**src/rtl/uart_rx_deser.sv**
```systemverilog
// uart_rx_deser: 8N1 UART receiver for simulation/bring-up consoles.
// Samples rx through a 2-flop synchronizer and emits one byte per frame.
// Ports:
//   clk             system clock
//   resetn          synchronous active-low reset
//   rx              asynchronous serial line, idle high
//   uart_data       last good byte, held until the next good frame
//   uart_data_valid one-cycle strobe, uart_data valid in the same cycle
//   frame_err       one-cycle strobe when the stop bit samples low
//   rx_busy         high whenever the receiver is not in ARM or IDLE
module uart_rx_deser #(
  parameter int unsigned CLKS_PER_BIT = 16,
  parameter string       TYPE         = "generic"
) (
  input  logic       clk,
  input  logic       resetn,
  input  logic       rx,
  output logic [7:0] uart_data,
  output logic       uart_data_valid,
  output logic       frame_err,
  output logic       rx_busy
);

  localparam int unsigned HALF  = CLKS_PER_BIT / 2;
  localparam int unsigned CNT_W = $clog2(CLKS_PER_BIT);
  localparam logic [CNT_W-1:0] CNT_MID    = CNT_W'(HALF - 1);
  localparam logic [CNT_W-1:0] CNT_END    = CNT_W'(CLKS_PER_BIT - 1);
  localparam logic [CNT_W-1:0] CNT_SETTLE = CNT_W'(2);

  if (CLKS_PER_BIT < 4) begin : g_bad_param
    $error("uart_rx_deser: CLKS_PER_BIT must be >= 4");
  end

  typedef enum logic [2:0] {
    S_ARM,
    S_IDLE,
    S_START,
    S_DATA,
    S_STOP,
    S_BREAK
  } state_t;

  state_t           state, state_d;
  logic [CNT_W-1:0] cnt, cnt_d;
  logic [2:0]       bitidx, bitidx_d;
  logic [7:0]       shift, shift_d;
  logic [7:0]       data_d;
  logic             valid_d, err_d;
  logic             rx_meta, rx_s;

  // Two-flop synchronizer; idles high so reset looks like an idle line.
  always_ff @(posedge clk) begin
    if (!resetn) begin
      rx_meta <= 1'b1;
      rx_s    <= 1'b1;
    end else begin
      rx_meta <= rx;
      rx_s    <= rx_meta;
    end
  end

  // State and registered outputs.
  always_ff @(posedge clk) begin
    if (!resetn) begin
      state           <= S_ARM;
      cnt             <= '0;
      bitidx          <= '0;
      shift           <= '0;
      uart_data       <= '0;
      uart_data_valid <= 1'b0;
      frame_err       <= 1'b0;
    end else begin
      state           <= state_d;
      cnt             <= cnt_d;
      bitidx          <= bitidx_d;
      shift           <= shift_d;
      uart_data       <= data_d;
      uart_data_valid <= valid_d;
      frame_err       <= err_d;
    end
  end

  // Next-state and next-output logic.
  always_comb begin
    state_d  = state;
    cnt_d    = cnt;
    bitidx_d = bitidx;
    shift_d  = shift;
    data_d   = uart_data;
    valid_d  = 1'b0;
    err_d    = 1'b0;
    unique case (state)
      S_ARM: begin
        // rx_s holds its reset value for two cycles; only trust it once the
        // synchronizer has flushed, so a line held low across reset is seen.
        if (cnt < CNT_SETTLE) begin
          cnt_d = cnt + CNT_W'(1);
        end else if (rx_s) begin
          state_d = S_IDLE;
          cnt_d   = '0;
        end
      end
      S_IDLE: begin
        if (!rx_s) begin
          state_d = S_START;
          cnt_d   = '0;
        end
      end
      S_START: begin
        if (cnt == CNT_MID) begin
          cnt_d    = '0;
          bitidx_d = '0;
          state_d  = rx_s ? S_IDLE : S_DATA;
        end else begin
          cnt_d = cnt + CNT_W'(1);
        end
      end
      S_DATA: begin
        if (cnt == CNT_END) begin
          shift_d = {rx_s, shift[7:1]};
          cnt_d   = '0;
          if (bitidx == 3'd7) state_d = S_STOP;
          else                bitidx_d = bitidx + 3'd1;
        end else begin
          cnt_d = cnt + CNT_W'(1);
        end
      end
      S_STOP: begin
        if (cnt == CNT_END) begin
          cnt_d = '0;
          if (rx_s) begin
            data_d  = shift;
            valid_d = 1'b1;
            state_d = S_IDLE;
          end else begin
            err_d   = 1'b1;
            state_d = S_BREAK;
          end
        end else begin
          cnt_d = cnt + CNT_W'(1);
        end
      end
      S_BREAK: begin
        if (rx_s) state_d = S_IDLE;
      end
      default: state_d = S_ARM;
    endcase
  end

  assign rx_busy = (state != S_ARM) && (state != S_IDLE);

`ifndef SYNTHESIS
  always @(posedge clk) begin
    if (frame_err) $display("[%s] uart framing error", TYPE);
  end
`endif

endmodule
```
**config.mk**
```make
export PLATFORM = sky130hd
export DESIGN_NAME = uart_rx_deser
export DESIGN_NICKNAME = d
export VERILOG_FILES = /design/src/rtl/uart_rx_deser.sv
export SDC_FILE = /design/constraint.sdc
export NUM_CORES = 1
export LEC_CHECK = 0
export BUFFER_PORTS_ARGS = -buffer_cell sky130_fd_sc_hd__buf_2
export CORE_MARGIN = 2
export CORE_UTILIZATION = 61
export CTS_CLUSTER_DIAMETER = 200
export DETAILED_ROUTE_END_ITERATION = 7
export PLACE_DENSITY = 0.87
export SLEW_MARGIN = 20
export SYNTH_ARGS = -nofsm -noshare
export SYNTH_HDL_FRONTEND = slang
export SYNTH_SLANG_ARGS = --single-unit
```
**constraint.sdc**
```tcl
create_clock -name clk -period 3.18 [get_ports clk]
set_input_delay 0.318 -clock clk [delete_from_list [all_inputs] [get_ports clk]]
set_output_delay 0.318 -clock clk [all_outputs]
set_load 0.05 [all_outputs]
```
==> run metrics, run 1 <==
status finished, final reports clean; drt first pass iters 4; total track usage 0.251; RSZ-0062 raised after global routing false; Initial DRC Count 38; part of the Yosys area used for sequential elements 0.424; vias per cell 5.99; DRC 0; Post-CTS Setup Inserts 0; worst hold margin 0.216 ns; Hold Crit Class input port to register; crit path max fanout 9; setup violators final 0; synthesized flop and latch total 30; Max Fclk 517 MHz; routability cong. 0.915; Syn Nets 160; largest net degree at the start of global routing 22; Die Y 52.2 µm; Leakage 0.610 nW; skew final 0.0136 ns; CP Cell Sequence ha_1 > and3_1 > and4_1 > mux2i_1 > nor2_1; highest-count cells in the layout ignoring fill and taps dfxtp_1 (30), nor2_1 (21), mux2i_1 (19); port bufs 13; commonest non-fill, non-tap cell in the layout dfxtp_1; root buffer cell clkbuf_4; Fin. Hold Viols 0; Vias 1157; Placement Setup Slack 1.28 ns; number of cells produced by synthesis 154; Critical Path Start cnt[1]; Antenna Violating Nets Remaining 0; yosys warns 0; worst-margin pin slew 0.612 ns; CP endpoint kind register; Antenna Cells 0; Remaining Overflow, GRT 0; reg2reg start cnt[1]; Routed WL per cell 15.2 µm; VDD IR max 0.573 mV; Cell Area, Placed 1480 µm²; relative max-transition margin 0.592; worst setup path end uart_data[7]; Tmin final 1.94 ns; WP buf/inv 0; Worst Reg2Reg Path Length in Cells 5; area grow syn2layout 8.83%; core area 2210 µm²; compound-gate portion of the synthesized area 0.162; slowest stage delay, CP 0.53 ns; fin crit share 0.609; CP Data Required Time 3.37 ns; cts hold-fix bufs 0; Total Power 0.908 mW; Critical Path Stages 5; Finished Cell Area 1540 µm²; average size of a mapped cell 9.21 µm²; Crit Reg-Reg Endpoint uart_data[7]; share of cells above drive strength 1 0.164; slowest cell on the critical path and4_1; main combinational cell family by area after synthesis simple AND/OR/NAND/NOR gates; Max Buffers Root-to-Sink 2; Max-Cap Viols 0; I/O pin cnt 14; Starting Density 0.641; top cell family by delay on the critical path simple AND/OR/NAND/NOR gates; TritonCTS clock tree yes; r2r setup slk 1.24 ns; setup TNS 0 ns; post-synthesis simple-gate area fraction 0.205; Clock Sinks 30; crit path launch type register; Total Routed Length 2.93 mm; Data arrival, critical path 2.12 ns; unique cell type count in the Yosys netlist 40; Worst-path clk slew 0.09 ns; Mapped Area 1420 µm²; first-pass GRT wire length 5.02 mm; Synth Area in XOR/XNOR 0; H-tree Lvls 2; PostCTS Resize Cnt 0; max-slew violations 0; adder-cell share of the synthesized area 0.0265; Clock Latency Late Sink 0.32 ns; Die Footprint 2730 µm²; Nets 170; number of global-route vias before repair 1116; HPWL Detailed 2.09 mm; Die W 52.2 µm; initial antenna violation count 0; PwrDens 589 nW/µm²; row count 17; total CTS buffers 5; Setup CP Type register to register; mux contribution to synthesized area 0.142; worst setup margin 1.24 ns
## cells in the mapped netlist
cell	count	share of area
and2_1	1	0.0044
o21ai_0	6	0.021
and4_1	1	0.0062
nor2_1	21	0.056
or3_4	1	0.0079
nand2_1	7	0.019
mux2_2	1	0.0079
a311oi_1	2	0.012
a211oi_1	1	0.0053
a22o_1	2	0.012
o211ai_1	1	0.0053
clkbuf_1	7	0.019
nor3b_1	1	0.0053
and3_1	3	0.013
nor4bb_1	1	0.0071
nand2b_1	5	0.022
o32ai_1	1	0.0062
o21ba_2	1	0.0071
or2_2	1	0.0044
o21a_1	1	0.0053
mux2i_1	19	0.13
inv_1	3	0.0079
a2111oi_0	1	0.0062
o311ai_0	1	0.0062
nor4_1	1	0.0044
o31a_1	1	0.0062
nand4_1	1	0.0044
ha_1	3	0.026
a21oi_1	6	0.021
dfxtp_1	30	0.42
a41o_1	1	0.0071
a31oi_1	1	0.0044
o32a_1	1	0.0071
and3b_1	1	0.0062
nor2b_1	3	0.013
buf_2	4	0.014
a311oi_4	1	0.019
o21bai_1	2	0.011
nor3_1	6	0.021
nand3_1	3	0.011
## per-layer routing
layer	share of wire	vias up	GRT usage	wire, µm
li1	-	570	-	-
met1	0.45	540	0.324	1320
met2	0.47	40	0.390	1380
met3	0.060	7	0.0686	177
met4	0.016	0	0.111	48
met5	0	-	0	0
## layout make-up
cell class,instances,area (µm²)
multi-input cells,110,759
fillers,173,669
flip-flops and latches,30,601
repair buffers,14,72.6
clock buffers,6,51.3
well taps,28,35.0
clock inverters,2,12.5
inverters,3,11.3
## worst register-to-register path: stages (launching register included)
cell     delay, ns
dfxtp_1       0.44
ha_1          0.27
and3_1        0.21
and4_1        0.53
mux2i_1       0.30
nor2_1        0.07
## through the flow
step            util  cells
6_report       0.697    193
2_1_floorplan      -    154
3_3_place_gp   0.669    185
3_5_place_dp   0.669    185
5_1_grt        0.697    193
4_1_cts        0.697    193
## logic make-up (layout without fill, tap and decap cells)
group                    after synthesis  count (layout)
AO/OA/AOI/OAI                         30              30
AND/OR/NAND/NOR                       57              57
adder cells (fa/ha/maj)                3               3
multiplexers                          20              20
buffers and inverters                 14              25
flip-flops                            30              30
## worst min path at each step
stage | end | slack, ns | startpoint | depth (start not counted)
2_1_floorplan | rx_s | 0.39 | rx_meta | 1
3_3_place_gp | rx_s | 0.40 | rx_meta | 1
3_5_place_dp | rx_s | 0.41 | rx_meta | 1
4_1_cts | rx_meta | 0.20 | rx | 2
5_1_grt | rx_meta | 0.20 | rx | 2
6_report | rx_meta | 0.22 | rx | 2
## flip-flops by register name (all words and copies together) (netlist names)
name             flops
bitidx               3
cnt                  4
frame_err            1
rx_meta              1
rx_s                 1
shift                8
state                3
uart_data            8
uart_data_valid      1
## power by group
group / switching [mW] / internal (mW) / total, mW / leakage, nW
clock network: 0.125 / 0.106 / 0.231 / 0.0343
logic: 0.116 / 0.111 / 0.227 / 0.333
registers: 0.0536 / 0.397 / 0.451 / 0.243
Power figures use the tool's default switching activity.
==> run 2: changes to the inputs <==
- ABC_AREA: not set -> 1
- CORE_UTILIZATION: 61 -> 57
- PLACE_DENSITY: 0.87 -> 0.82
- clock period: 3.18 -> 1.85 ns (I/O delays scaled with it)
==> run 2 against run 1 <==
Sequential power up 67%; synthesized cell count up 27%; largest power group unchanged; worst setup slack worse by 1.0 ns; critical path depth up 1; cell count up 25%; power up 100%.
==> run metrics, run 2 <==
status finished, final reports clean; WP buf/inv 1 (+1); Yosys top cell area share 0.434 (+0.0107); Clock Sinks 30 (unchanged); CP Cell Sequence ha_1 > nand3_4 > nor3_4 > inv_2 > nor2_1 > nor2_1; Sw Ratio 0.371 (+0.0465); unique cell type count in the Yosys netlist 20 (-50%); Worst-path clk slew 0.09 ns (about the same); share of cells above drive strength 1 0.159 (-0.00476); worst setup margin 0.229 ns (-1.02 ns); Starting Density 0.613 (-0.0276); RSZ-0062 raised after global routing false; part of the Yosys area used for sequential elements 0.434 (+0.0107); DRC 0 (unchanged); Total Power 1.86 mW (+100%); TritonCTS clock tree yes; Max Buffers Root-to-Sink 2 (unchanged); Data arrival, critical path 1.85 ns (-0.27 ns); average size of a mapped cell 7.09 µm² (-23%); GR Util met1 0.287 (-0.0363); Crit Reg-Reg Endpoint uart_data[7]; row count 17 (unchanged); VDD IR max 0.843 mV (+47%); Synth area leaders dfxtp_1 (43%), nor2_1 (14%), nand2_1 (8.1%); Post-CTS Setup Inserts 0 (unchanged); cts hold-fix bufs 0 (unchanged); slowest stage delay, CP 0.42 ns (-0.11 ns); Setup CP Type register to register; Initial DRC Count 31 (-18%); Mapped Area 1380 µm² (-2.5%); met2 Use GR 0.422 (+0.0315); GRT busiest layer met2; Max Fclk 617 MHz (+19%); PostCTS Resize Cnt 0 (unchanged); Seq pwr share 0.404 (-0.092); fin crit share 0.876 (+0.268); Routed WL per cell 12.1 µm (-20%); Hold Crit Class input port to register; crit path launch type register; fillers 199 (+15%); Critical Path Start cnt[1]; CP Data Required Time 2.08 ns (-1.29 ns); Tmin final 1.62 ns (-0.314 ns); number of cells produced by synthesis 195 (+27%); setup violators final 0 (unchanged); worst-margin pin slew 0.356 ns (-0.256 ns); top-count cell post-synth nor2_1; crit path max fanout 9 (unchanged); Die W 53.3 µm (+2.0%); I/O pin cnt 14 (unchanged); Cell Area, Placed 1470 µm² (-0.51%); Psw 0.689 mW (+130%); yosys warns 0 (unchanged); worst hold margin 0.0394 ns (-0.177 ns); skew final 0.00594 ns (-0.00763 ns); reg2reg start cnt[1]; Leakage 0.796 nW (+30%); Crit path top cell by count nor2_1; Antenna Cells 0 (unchanged); Clock Latency Late Sink 0.33 ns (about the same); core area 2250 µm² (+1.9%); first-pass GRT wire length 5.09 mm (+1.4%); slowest cell on the critical path dfxtp_1; H-tree Lvls 2 (unchanged); CP endpoint kind register; Die Y 53.3 µm (+2.0%); r2r setup slk 0.23 ns (-1.02 ns); Post-synth EDFFs 0 (unchanged); port bufs 13 (unchanged); area taken by multi-input logic gates 699 µm² (-7.9%); Placement Setup Slack 0.258 ns (-1.02 ns); largest net degree at the start of global routing 25 (+14%); area grow syn2layout 11.9%; number of global-route vias before repair 1212 (+8.6%); Post-synth top cells nor2_1 (50), dfxtp_1 (30), nand2_1 (30); Vias 1313 (+13%); Syn Nets 201 (+26%); root buffer cell clkbuf_4; highest-count cells in the layout ignoring fill and taps nor2_1 (50), nand2_1 (30), dfxtp_1 (30); worst setup path end uart_data[7]; total CTS buffers 5 (unchanged); routability cong. 0.891 (-2.7%); worst hold stages 2 (unchanged); part of the power in the clock network 0.274 (+0.020); drt first pass iters 4 (unchanged); total track usage 0.252 (+0.00133); Total Routed Length 2.93 mm (-0.10%); top cell family by delay on the critical path simple AND/OR/NAND/NOR gates; Antenna Violating Nets Remaining 0 (unchanged); Pint 1.17 mW (+90%); initial antenna violation count 0 (unchanged); met3 usage 0.0678 (-0.000775); Die Footprint 2840 µm² (+4.0%); setup TNS 0 ns (unchanged); Worst Reg2Reg Path Length in Cells 6 (+1); Top FF cell, synth dfxtp_1; top flop regs shift: 8 flops, uart_data: 8 flops, cnt: 4 flops; max-slew violations 0 (unchanged); Critical Path Stages 6 (+1); vias per cell 5.43 (-9.5%); Comb power frac 0.322 (+0.072); Post-synth ARST share 0 (unchanged); Synth area leader dfxtp_1; relative max-transition margin 0.763 (+0.171); Fin. Hold Viols 0 (unchanged); commonest non-fill, non-tap cell in the layout nor2_1; Remaining Overflow, GRT 0 (unchanged); Nets 219 (+29%); HPWL Detailed 2.13 mm (+2.0%); Max-Cap Viols 0 (unchanged); Finished Cell Area 1550 µm² (+0.24%); synthesized flop and latch total 30 (unchanged); register area 601 µm² (unchanged); PwrDens 1200 nW/µm² (+100%)
[run 2: cell families (layout without fill, tap and decap cells)]
group	after synthesis	in the layout	share of synthesized area
AO/OA/AOI/OAI	30	30	0.109
flip-flops	30	30	0.434
buffers and inverters	20	39	0.0597
adder cells (fa/ha/maj)	3	3	0.0272
AND/OR/NAND/NOR	112	112	0.370
[run 2: worst min-delay path by stage]
stage,slack (ns),startpoint,to
after detailed placement,0.38,rx,rx_meta
after floorplan,0.29,rx,rx_meta
final,0.04,rx,rx_meta
after global placement,0.37,rx,rx_meta
after CTS,0.03,rx,rx_meta
after global routing,0.05,rx,rx_meta
[run 2: layout make-up]
class	count	area share
clock inverter	1	0.0194
clock buffer	7	0.0291
tap	28	0.0227
timing repair buffer	14	0.0469
inverter	17	0.0413
multi-input combinational	145	0.452
sequential	30	0.388
[run 2: stage by stage]
stage                     cells  utilization
after CTS                   242        0.686
after global routing        242        0.686
after floorplan             195            -
after detailed placement    234        0.653
after global placement      234        0.653
final                       242        0.686
[run 2: power by group through the flow]
stage	Combinational, mW	Sequential (mW)	Clock, mW
after global placement	0.586	0.760	0
after global routing	0.687	0.756	0.541
after CTS	0.599	0.749	0.518
after detailed placement	0.596	0.764	0
final	0.598	0.751	0.509
after floorplan	0.501	0.750	0
[run 2: per-layer routing]
layer	routed length, µm	share of wire
met1	1240	0.42
met2	1490	0.51
met3	137	0.047
met4	56	0.019
met5	0	0
[run 2: worst register-to-register path: stages, from the launching register on]
cell and delay [ns]:
dfxtp_1 0.42, ha_1 0.29, nand3_4 0.14, nor3_4 0.34
inv_2 0.15, nor2_1 0.13, nor2_1 0.05
==> run 3: changes to the inputs <==
- CORE_UTILIZATION: 57 -> 61
- PLACE_DENSITY: 0.82 -> 0.87
- clock period: 1.85 -> 2 ns (I/O delays scaled with it)
==> run 3 against run 2 <==
Utilization rose by 1.6 points; register-to-register slack gained 0.15 ns; cell count decreased by 0.83%; hold slack better by 0.030 ns; largest power group unchanged.
==> run metrics, run 3 (synthesis results as in run 2) <==
row count 17 (unchanged); Clock Sinks 30 (unchanged); Hold Crit Class input port to register; status finished, final reports clean; Leakage 0.787 nW (-1.2%); Antenna Violating Nets Remaining 0 (unchanged); total CTS buffers 5 (unchanged); crit path launch type register; crit path max fanout 9 (unchanged); CP Cell Sequence ha_1 > nand3_4 > nor3_4 > inv_2 > nor2_1 > nor2_1; CP Data Required Time 2.21 ns (+0.13 ns); Clock Latency Late Sink 0.32 ns (about the same); Fin. Hold Viols 0 (unchanged); Starting Density 0.637 (+0.0240); Placement Setup Slack 0.390 ns (+0.132 ns); Worst-path clk slew 0.09 ns (about the same); Post-CTS Setup Inserts 0 (unchanged); area grow syn2layout 10.1%; cts hold-fix bufs 0 (unchanged); Die W 51.6 µm (-3.1%); metal2 WL 1.33 mm (-11%); Data arrival, critical path 1.83 ns (-0.02 ns); max-slew violations 0 (unchanged); highest routed layer met4; VDD IR max 0.702 mV (-17%); Crit path top cell by count nor2_1; top flop regs shift: 8 flops, uart_data: 8 flops, cnt: 4 flops; CP endpoint kind register; top cell family by delay on the critical path simple AND/OR/NAND/NOR gates; Routed WL per cell 11.8 µm (-2.7%); worst-margin pin slew 0.337 ns (-0.0189 ns); I/O pin cnt 14 (unchanged); Total Routed Length 2.82 mm (-3.5%); H-tree Lvls 2 (unchanged); drt first pass iters 4 (unchanged); setup violators final 0 (unchanged); RSZ-0062 raised after global routing false; wl on met1 1.28 mm (+3.3%); largest net degree at the start of global routing 25 (unchanged); area taken by multi-input logic gates 699 µm² (unchanged); Vias 1326 (+0.99%); HPWL Detailed 2.10 mm (-1.4%); TritonCTS clock tree yes; relative max-transition margin 0.776 (+0.0126); Max Buffers Root-to-Sink 2 (unchanged); slowest cell on the critical path dfxtp_1; Die Y 51.6 µm (-3.1%); core area 2170 µm² (-3.8%); fin crit share 0.808 (-0.0679); root buffer cell clkbuf_4; WP buf/inv 1 (unchanged); DRC 0 (unchanged); PostCTS Resize Cnt 0 (unchanged); total track usage 0.246 (-0.00547); worst hold margin 0.0698 ns (+0.0304 ns); register area 601 µm² (unchanged); first-pass GRT wire length 4.86 mm (-4.5%); skew final 0.00885 ns (+0.00291 ns); initial antenna violation count 0 (unchanged); vias per cell 5.53 (+1.8%); Initial DRC Count 51 (+65%); Max-Cap Viols 0 (unchanged); Setup CP Type register to register; Remaining Overflow, GRT 0 (unchanged); number of global-route vias before repair 1139 (-6.0%); share of cells above drive strength 1 0.160 (+0.00150); setup TNS 0 ns (unchanged); highest-count cells in the layout ignoring fill and taps nor2_1 (50), nand2_1 (30), dfxtp_1 (30); met3 wire len 146 µm (+6.6%); Nets 219 (unchanged); fillers 193 (-3.0%); PwrDens 1060 nW/µm² (-12%); Tmin final 1.62 ns (-0.00444 ns); Max Fclk 619 MHz (+0.27%); routability cong. 0.903 (+1.4%); Antenna Cells 0 (unchanged); worst setup margin 0.384 ns (+0.154 ns); port bufs 13 (unchanged); slowest stage delay, CP 0.40 ns (-0.02 ns); commonest non-fill, non-tap cell in the layout nor2_1; Die Footprint 2660 µm² (-6.1%)
-- run 3: final timing paths --
| kind | cells past startpoint | endpoint | from | slack, ns |
|---|---|---|---|---|
| setup reg to reg | 6 | uart_data[2] | cnt[1] | 0.38 |
| hold reg to reg | 1 | rx_s | rx_meta | 0.43 |
| setup / recovery | 6 | uart_data[2] | cnt[1] | 0.38 |
| hold / removal | 2 | rx_meta | rx | 0.07 |
-- run 3: layout make-up --
cell class	instances	area share
Multi-Input combinational cell	145	0.459
Sequential cell	30	0.394
Timing Repair Buffer	14	0.0477
Inverter	17	0.0419
Clock buffer	6	0.0337
Tap cell	28	0.0230
-- run 3: report_power, final --
group / total, mW / switching [mW] / internal, mW / leakage [nW]
Combinational: 0.580 / 0.400 / 0.180 / 0.513
Clock: 0.338 / 0.180 / 0.158 / 0.0302
Sequential: 0.695 / 0.0574 / 0.637 / 0.243
Total: 1.61 / 0.637 / 0.975 / 0.787
-- run 3: stage by stage --
stage | utilization | total power [mW] | instance area, µm² | cells
after floorplan | - | 1.16 | 1380 | 195
after global placement | 0.678 | 1.25 | 1470 | 234
after detailed placement | 0.678 | 1.27 | 1470 | 234
after CTS | 0.702 | 1.61 | 1520 | 240
after global routing | 0.702 | 1.73 | 1520 | 240
final | 0.702 | 1.61 | 1520 | 240
-- run 3: per-layer routing --
metal,vias up,GRT usage
li1,669,-
met1,604,0.322
met2,44,0.376
met3,9,0.0718
met4,0,0.114
met5,-,0
